`config.mk`:
```
export PLATFORM = sky130hd
export DESIGN_NAME = log_event_serializer
export DESIGN_NICKNAME = d
export VERILOG_FILES = /design/src/rtl/log_event_serializer.sv
export SDC_FILE = /design/constraint.sdc
export NUM_CORES = 1
export LEC_CHECK = 0
export ABC_AREA = 1
export CORE_MARGIN = 2
export CORE_UTILIZATION = 50
export CTS_CLUSTER_SIZE = 30
export DETAILED_ROUTE_END_ITERATION = 8
export PLACE_DENSITY = 0.74
export SLEW_MARGIN = 20
export SYNTH_ARGS = -nofsm -noshare
export SYNTH_HDL_FRONTEND = slang
export SYNTH_SLANG_ARGS = --single-unit
```
`constraint.sdc`:
```
create_clock -name aclk -period 3.95 [get_ports aclk]
set_clock_uncertainty 0.05 [all_clocks]
set_input_delay 0.79 -clock aclk [delete_from_list [all_inputs] [get_ports aclk]]
set_output_delay 0.79 -clock aclk [all_outputs]
set_load 0.005 [all_outputs]
```
`src/rtl/log_event_serializer.sv`:
```
// Log event serializer: severity filter, cycle timestamp, record FIFO and
// 9-byte framer (sync, level, src, code, ts) onto a valid/ready byte stream.
module log_event_serializer #(
   parameter string      NAME      = "log_event_serializer",
   parameter int         DEPTH     = 8,
   parameter logic [7:0] SYNC_BYTE = 8'hA5
) (
   input  logic                   aclk,
   input  logic                   aresetn,
   input  logic [2:0]             cfg_min_level,
   input  logic                   evt_valid,
   output logic                   evt_ready,
   input  logic [2:0]             evt_level,
   input  logic [7:0]             evt_src,
   input  logic [15:0]            evt_code,
   output logic                   tx_valid,
   input  logic                   tx_ready,
   output logic [7:0]             tx_data,
   output logic [15:0]            dropped_cnt,
   output logic [$clog2(DEPTH):0] fifo_level
);

   localparam int AW = $clog2(DEPTH);
   localparam int RW = 59;
   localparam logic [AW:0] FULL = (AW+1)'(DEPTH);

   typedef enum logic {IDLE, SEND} state_e;

   logic [RW-1:0] mem_q [DEPTH];
   logic [AW-1:0] wr_ptr_q, rd_ptr_q;
   logic [AW:0]   cnt_q, cnt_d;
   logic [31:0]   ts_q;
   logic          evt_ready_q;
   logic [15:0]   drop_q;
   state_e        state_q;
   logic [3:0]    idx_q;
   logic [71:0]   frame_q;
   logic          tx_valid_q;

   logic          accept, pass, push, pop, hs, last;
   logic [RW-1:0] head;
   logic [71:0]   load;

   // cfg values above ERROR (4) reject every level
   assign pass   = (cfg_min_level <= 3'd4) && (evt_level >= cfg_min_level);
   assign accept = evt_valid && evt_ready_q;
   assign push   = accept && pass;
   assign hs     = tx_valid_q && tx_ready;
   assign last   = (idx_q == 4'd8);
   assign pop    = (cnt_q != '0) && ((state_q == IDLE) || (hs && last));
   assign head   = mem_q[rd_ptr_q];
   assign load   = {SYNC_BYTE, 5'b0, head};

   always_comb begin
      cnt_d = cnt_q;
      unique case ({push, pop})
         2'b10:   cnt_d = cnt_q + 1'b1;
         2'b01:   cnt_d = cnt_q - 1'b1;
         default: cnt_d = cnt_q;
      endcase
   end

   always_ff @(posedge aclk) begin
      if (push) mem_q[wr_ptr_q] <= {evt_level, evt_src, evt_code, ts_q};
   end

   always_ff @(posedge aclk or negedge aresetn) begin
      if (!aresetn) begin
         wr_ptr_q    <= '0;
         rd_ptr_q    <= '0;
         cnt_q       <= '0;
         ts_q        <= '0;
         evt_ready_q <= 1'b0;
         drop_q      <= '0;
         state_q     <= IDLE;
         idx_q       <= '0;
         frame_q     <= '0;
         tx_valid_q  <= 1'b0;
      end else begin
         ts_q        <= ts_q + 32'd1;
         cnt_q       <= cnt_d;
         evt_ready_q <= (cnt_d != FULL);
         if (push) wr_ptr_q <= wr_ptr_q + 1'b1;
         if (pop)  rd_ptr_q <= rd_ptr_q + 1'b1;
         if (accept && !pass && drop_q != '1) drop_q <= drop_q + 16'd1;
         unique case (state_q)
            IDLE: begin
               if (pop) begin
                  frame_q    <= load;
                  idx_q      <= '0;
                  tx_valid_q <= 1'b1;
                  state_q    <= SEND;
               end
            end
            SEND: begin
               // tx_data is the frame MSB byte; shifting keeps it registered
               if (hs) begin
                  if (!last) begin
                     frame_q <= {frame_q[63:0], 8'h00};
                     idx_q   <= idx_q + 4'd1;
                  end else if (pop) begin
                     frame_q <= load;
                     idx_q   <= '0;
                  end else begin
                     tx_valid_q <= 1'b0;
                     state_q    <= IDLE;
                  end
               end
            end
         endcase
      end
   end

   assign evt_ready   = evt_ready_q;
   assign tx_valid    = tx_valid_q;
   assign tx_data     = frame_q[71:64];
   assign dropped_cnt = drop_q;
   assign fifo_level  = cnt_q;

`ifndef SYNTHESIS
   always @(posedge aclk) begin
      if (aresetn && accept && !pass)
         $display("%s: filtered level %0d src %h code %h",
                  NAME, evt_level, evt_src, evt_code);
   end
`endif

endmodule
```
# Yosys cells after proc, flatten, opt, wreduce, memory -nomap -nowiden
# Memory sizes are Yosys's and may differ from the RTL's.
# Cells that the tools add are included.
# op_classes
n_shift	0
n_reduce_logical	12
bitwise_logic	1
eq_ne	9
n_mul	0
div	0
n_addsub	7
n_mux	20
n_lt_le_gt_ge	2
# op_table
cell	count
$mux 72	3
$pmux 72 s2	1
$add 32x1->32 const B	1
$add 16x1->16 const B	1
$ne 16x16->1 const B	1
$pmux 4 s2	2
$mux 4	3
$mux 1	9
$add 4x1->4 const B	2
$logic_and 1x1->1	8
$add 3x1->3 const B	2
$eq 4x4->1 const B	1
$ne 2x1->1 const B	2
$ne 2x2->1 const B	2
$ne 4x4->1 const B	1
$pmux 1 s2	2
$reduce_and 4->1	1
$reduce_bool 4->1	1
$sub 4x1->4 const B	1
$ge 3x3->1	1
$le 3x3->1 const B	1
$eq 2x1->1 const B	1
$eq 2x2->1 const B	1
$logic_not 1->1	1
2 further kinds	2
# word_totals
mem_bits_ro	0
word_cells	62
latchBits	0
n_memories	1
output_inout_bits	30
ram_bits	472
in_bits	34
ff_bits	137
# mem_list
memory	words	width	rd	rd_clocked_by_memory_dff	wr	line	source
mem_q	8	59	1	0	1	29	logic [RW-1:0] mem_q [DEPTH];

# Depth between registers and ports, before layout
# depth
word_depth	8
mapped_depth	18
ltp_nobuf	17

# Worst setup path after synthesis
# No wires, ideal clock.
# synth_timing
path_kind	input -> register
start	in cfg_min_level[2]
end	mem mem_q[0][0] (enable)
t_required_ps	3424
path_stages	7
path_slack_ps	-812
t_arrival_ps	4236
path_cell_list	inv_1 ha_1 nand3_1 nand3_1 nand3_1 or2_2 nor2_1
# synth_between
elab_chain_len	5
# synth_lines
element	line	source
start, declared	10	input logic [2:0] cfg_min_level,
$le 3x3->1 or $ge 3x3->1 (tied branches)	45	assign pass = (cfg_min_level <= 3'd4) && (evt_level >= cfg_min_level);
$logic_and 1x1->1 (*)	45	
$logic_and 1x1->1 (*)	47	assign push = accept && pass;
$mux 1 (*)	64	if (push) mem_q[wr_ptr_q] <= {evt_level, evt_src, evt_code, ts_q};
$mux 1 (implied by the code) (*)	64	
end, declared	29	
# Every way passes the cells marked *; elsewhere a longest branch is shown, timed or not.

# Worst setup path after layout
# layout_timing
start	in evt_level[0]
end	mem mem_q[4][26] (enable)
# layout_between
elab_chain_len	5
# layout_lines
element	line	source
start, declared	13	input logic [2:0] evt_level,
$ge 3x3->1	45	
$logic_and 1x1->1	45	
$logic_and 1x1->1	47	
$mux 1	64	
$mux 1 (implied by the code)	64	
# No other way between the ends.

==> run_results.csv <==
group,metric,value,unit
synth,ys_seq_elements,609,
timing,hold_viol,0,
power_and_ir_drop,combPwrFrac,0.253,
synth,synth_area_per_cell,11.4,um^2
hold_path,min_path_type,"input port to async pin",
clock_tree,postCtsSetupBuffers,0,
die,io_pins,64,
synth,synth.distinct_cells,29,
placement,portBuffers,63,
timing,timing.slew.headroom,0.246,
clock_tree,clk_latency,0.63,ns
run,max-cap-violations,0,
power_and_ir_drop,power_frac_seq,0.440,
route,drtIter0Drc,1471,
outcome,status,"finished clean",
global_route,antenna_found_initial,0,
clock_tree,clkSlewWorstSetupHoldPaths,0.07,ns
synth,synthArstFlopShare,0.225,
layout,n_antenna_cell,0,
placement,hpwl,32.5,mm
layout,final_cells,2972,
power_and_ir_drop,switching_share,0.327,
worst_setup_path,reg2reg_depth,16,
layout,drive_gt1_frac,0.0670,
placement,gp_congestion,0.815,
route,viasPerCell,5.61,
timing,fin_hold_ws,0.186,ns
layout,finalNetCount,2296,
timing,tightestPinTransition,1.13,ns
global_route,grt_pass1_vias,16500,
clock_tree,cts_hold_buf,0,
power_and_ir_drop,ir_worst_vdd,0.524,mV
synth,ys_warn_count,0,
clock_tree,cts_max_level,2,
synth,ys_seq_area_frac,0.700,
power_and_ir_drop,p_switching,5.98,mW
power_and_ir_drop,pwr-share-clk,0.307,
die,initial_core_util,0.504,
synth,synth_area,25100,um^2
global_route,grt_usage,0.216,
global_route,grt_max_degree,239,
route,ant_nets,0,
synth,synth.net_count,2259,
die,floorplan.die.height,228,um
die,die_area,52100,um^2
die,core_area,49900,um^2
power_and_ir_drop,p_leak,10.3,nW
clock_tree,clock_sinks,609,
layout,area_delta_synth_final,13.5,%
clock_tree,postCtsResizedCells,0,
route,firstDrtPassIters,6,
route,wl,56.3,mm
route,wl_per_cell,19.0,um
worst_setup_path,cp-end-kind,"flop",
die,dieWidth,228,um
clock_tree,numCtsBuffers,59,
timing,maxSlewViolCount,0,
global_route,grt_pass1_wl,89.7,mm
worst_setup_path,r2r-start,"idx_q[0]",
global_route,grt-ovfl-total,0,
clock_tree,cts_tree,"built",
timing,min_period,3.04,ns
worst_setup_path,r2r_end,"evt_ready",
worst_setup_path,worst_ep_required_time,4.21,ns
synth,synth_edf_count,472,
placement,dp_cells,2861,
clock_tree,cts_buffer_depth,3,
timing,fin_crit_sh,0.769,
synth,synthFlopType,"edfxtp_1",
worst_setup_path,cp.arrival,3.30,ns
power_and_ir_drop,intPower,12.3,mW
timing,max_freq,329,MHz
worst_setup_path,crit_type,"input port to flop",
power_and_ir_drop,powerDensity,642,nW/um^2
timing,setup_viol,0,
timing,rsz0062_at_grt,"false",
worst_setup_path,start_kind,"input port",
timing,final.setup.tns,0,ns
route,vias,16700,
clock_tree,clk_root_buffer_cell,"clkbuf_16",
die,fp-row-count,82,
synth,synthCells,2213,
worst_setup_path,path_max_fanout,30,
worst_setup_path,r2r_slack,1.18,ns
route,drcViolationCount,0,
==> through the flow <==
step           worst slack (ns)  utilization  power (mW)  instance area [um^2]
4_1_cts                   0.913        0.572        18.4                 28500
6_report                  0.914        0.572        18.3                 28500
3_3_place_gp              0.315        0.533        12.6                 26600
2_1_floorplan            -0.812            -        11.3                 25100
3_5_place_dp              0.277        0.533        12.8                 26600
5_1_grt                   0.672        0.572        19.3                 28500
==> Yosys cell counts (2+ instances only) <==
cell | number | share of area
or2_2 | 2 | 0.00050
o21ai_1 | 3 | 0.00060
inv_2 | 5 | 0.00075
inv_1 | 67 | 0.010
nor2_2 | 4 | 0.0010
ha_1 | 12 | 0.0060
nand2_1 | 369 | 0.055
buf_1 | 16 | 0.0024
xor2_1 | 28 | 0.0098
nor3_1 | 15 | 0.0030
buf_2 | 43 | 0.0086
buf_6 | 2 | 0.00090
o21ai_0 | 262 | 0.052
nand3b_1 | 5 | 0.0015
a21oi_1 | 57 | 0.011
o211ai_1 | 118 | 0.035
clkbuf_1 | 44 | 0.0066
xnor2_1 | 13 | 0.0045
edfxtp_1 | 472 | 0.56
nor2_4 | 2 | 0.00090
o22ai_1 | 6 | 0.0015
buf_4 | 21 | 0.0063
nand3_1 | 83 | 0.017
nand4_1 | 7 | 0.0017
nor2_1 | 417 | 0.062
dfrtp_1 | 137 | 0.14
==> worst max path at each step <==
| stage | cells past startpoint | to | start |
|---|---|---|---|
| 2_1_floorplan | 7 | mem_q[0][0] | cfg_min_level[2] |
| 5_1_grt | 16 | evt_ready | evt_level[0] |
| 3_3_place_gp | 16 | evt_ready | evt_level[0] |
| 3_5_place_dp | 10 | mem_q[4][24] | evt_level[0] |
| 6_report | 10 | mem_q[4][26] | evt_level[0] |
| 4_1_cts | 10 | mem_q[4][11] | evt_level[0] |
==> power by group through the flow <==
stage	combinational, mW	sequential, mW	clock (mW)
after global placement	4.44	8.14	0
after CTS	4.63	8.04	5.69
after global routing	5.21	8.13	5.92
after detailed placement	4.59	8.16	0
final	4.63	8.05	5.62
after floorplan	3.36	7.95	0
==> cell families (layout without fill, tap and decap cells) <==
logic type	after synthesis	in the layout	synth area share
fa+ha+maj	12	12	0.00597
xor+xnor	41	41	0.0143
compound gates	446	446	0.101
flops	609	609	0.700
buf+inv	199	286	0.0356
simple gates	906	906	0.143
==> layer usage <==
| layer | track usage | up-vias | share of wire |
|---|---|---|---|
| li1 | - | 7789 | - |
| met1 | 0.290 | 8156 | 0.42 |
| met2 | 0.363 | 618 | 0.49 |
| met3 | 0.0288 | 113 | 0.064 |
| met4 | 0.0799 | 0 | 0.029 |
| met5 | 0 | - | 0 |
==> cells in the final DEF (no fill, tap or decap), drive strengths merged <==
master / synthesis / routed
edfxtp: 472 / 472
nor2: 423 / 423
nand2: 369 / 369
o21ai: 265 / 265
dfrtp: 137 / 137
o211ai: 118 / 118
nand3: 83 / 83
clkbuf: 44 / 79
inv: 72 / 78
clkdlybuf4s50: 0 / 62
a21oi: 57 / 57
buf: 82 / 40
xor2: 28 / 28
clkinv: 1 / 20
nor3: 15 / 15
xnor2: 13 / 13
ha: 12 / 12
nand4: 7 / 7
o22ai: 6 / 6
nand3b: 5 / 5
bufinv: 0 / 5
or2: 2 / 2
clkinvlp: 0 / 2
and3: 1 / 1
nand2b: 1 / 1
==> state kept, by name, indices dropped and copies added (netlist names), 3 cells and up <==
name	cells
ts_q	32
idx_q	4
mem_q	472
fifo_level	4
dropped_cnt	16
rd_ptr_q	3
wr_ptr_q	3
frame_q	72
==> area by class of cell <==
type,instances,area (um^2)
multi-input combinational,1405,6710
fill,3963,21300
clock buffer,79,1620
inverter,73,279
timing repair buffer,102,1140
tap,672,841
sequential,609,17600
clock inverter,32,327
==> worst max-delay path, stage by stage <==
cell and delay (ns):
clkdlybuf4s50_1 0.67, inv_1 0.09, ha_1 0.28, nand3_1 0.07, nand3_1 0.10, nand3_1 0.11
buf_4 0.18, or2_2 0.38, nor2_4 0.31, buf_12 0.28
Power figures use the tool's default switching activity.
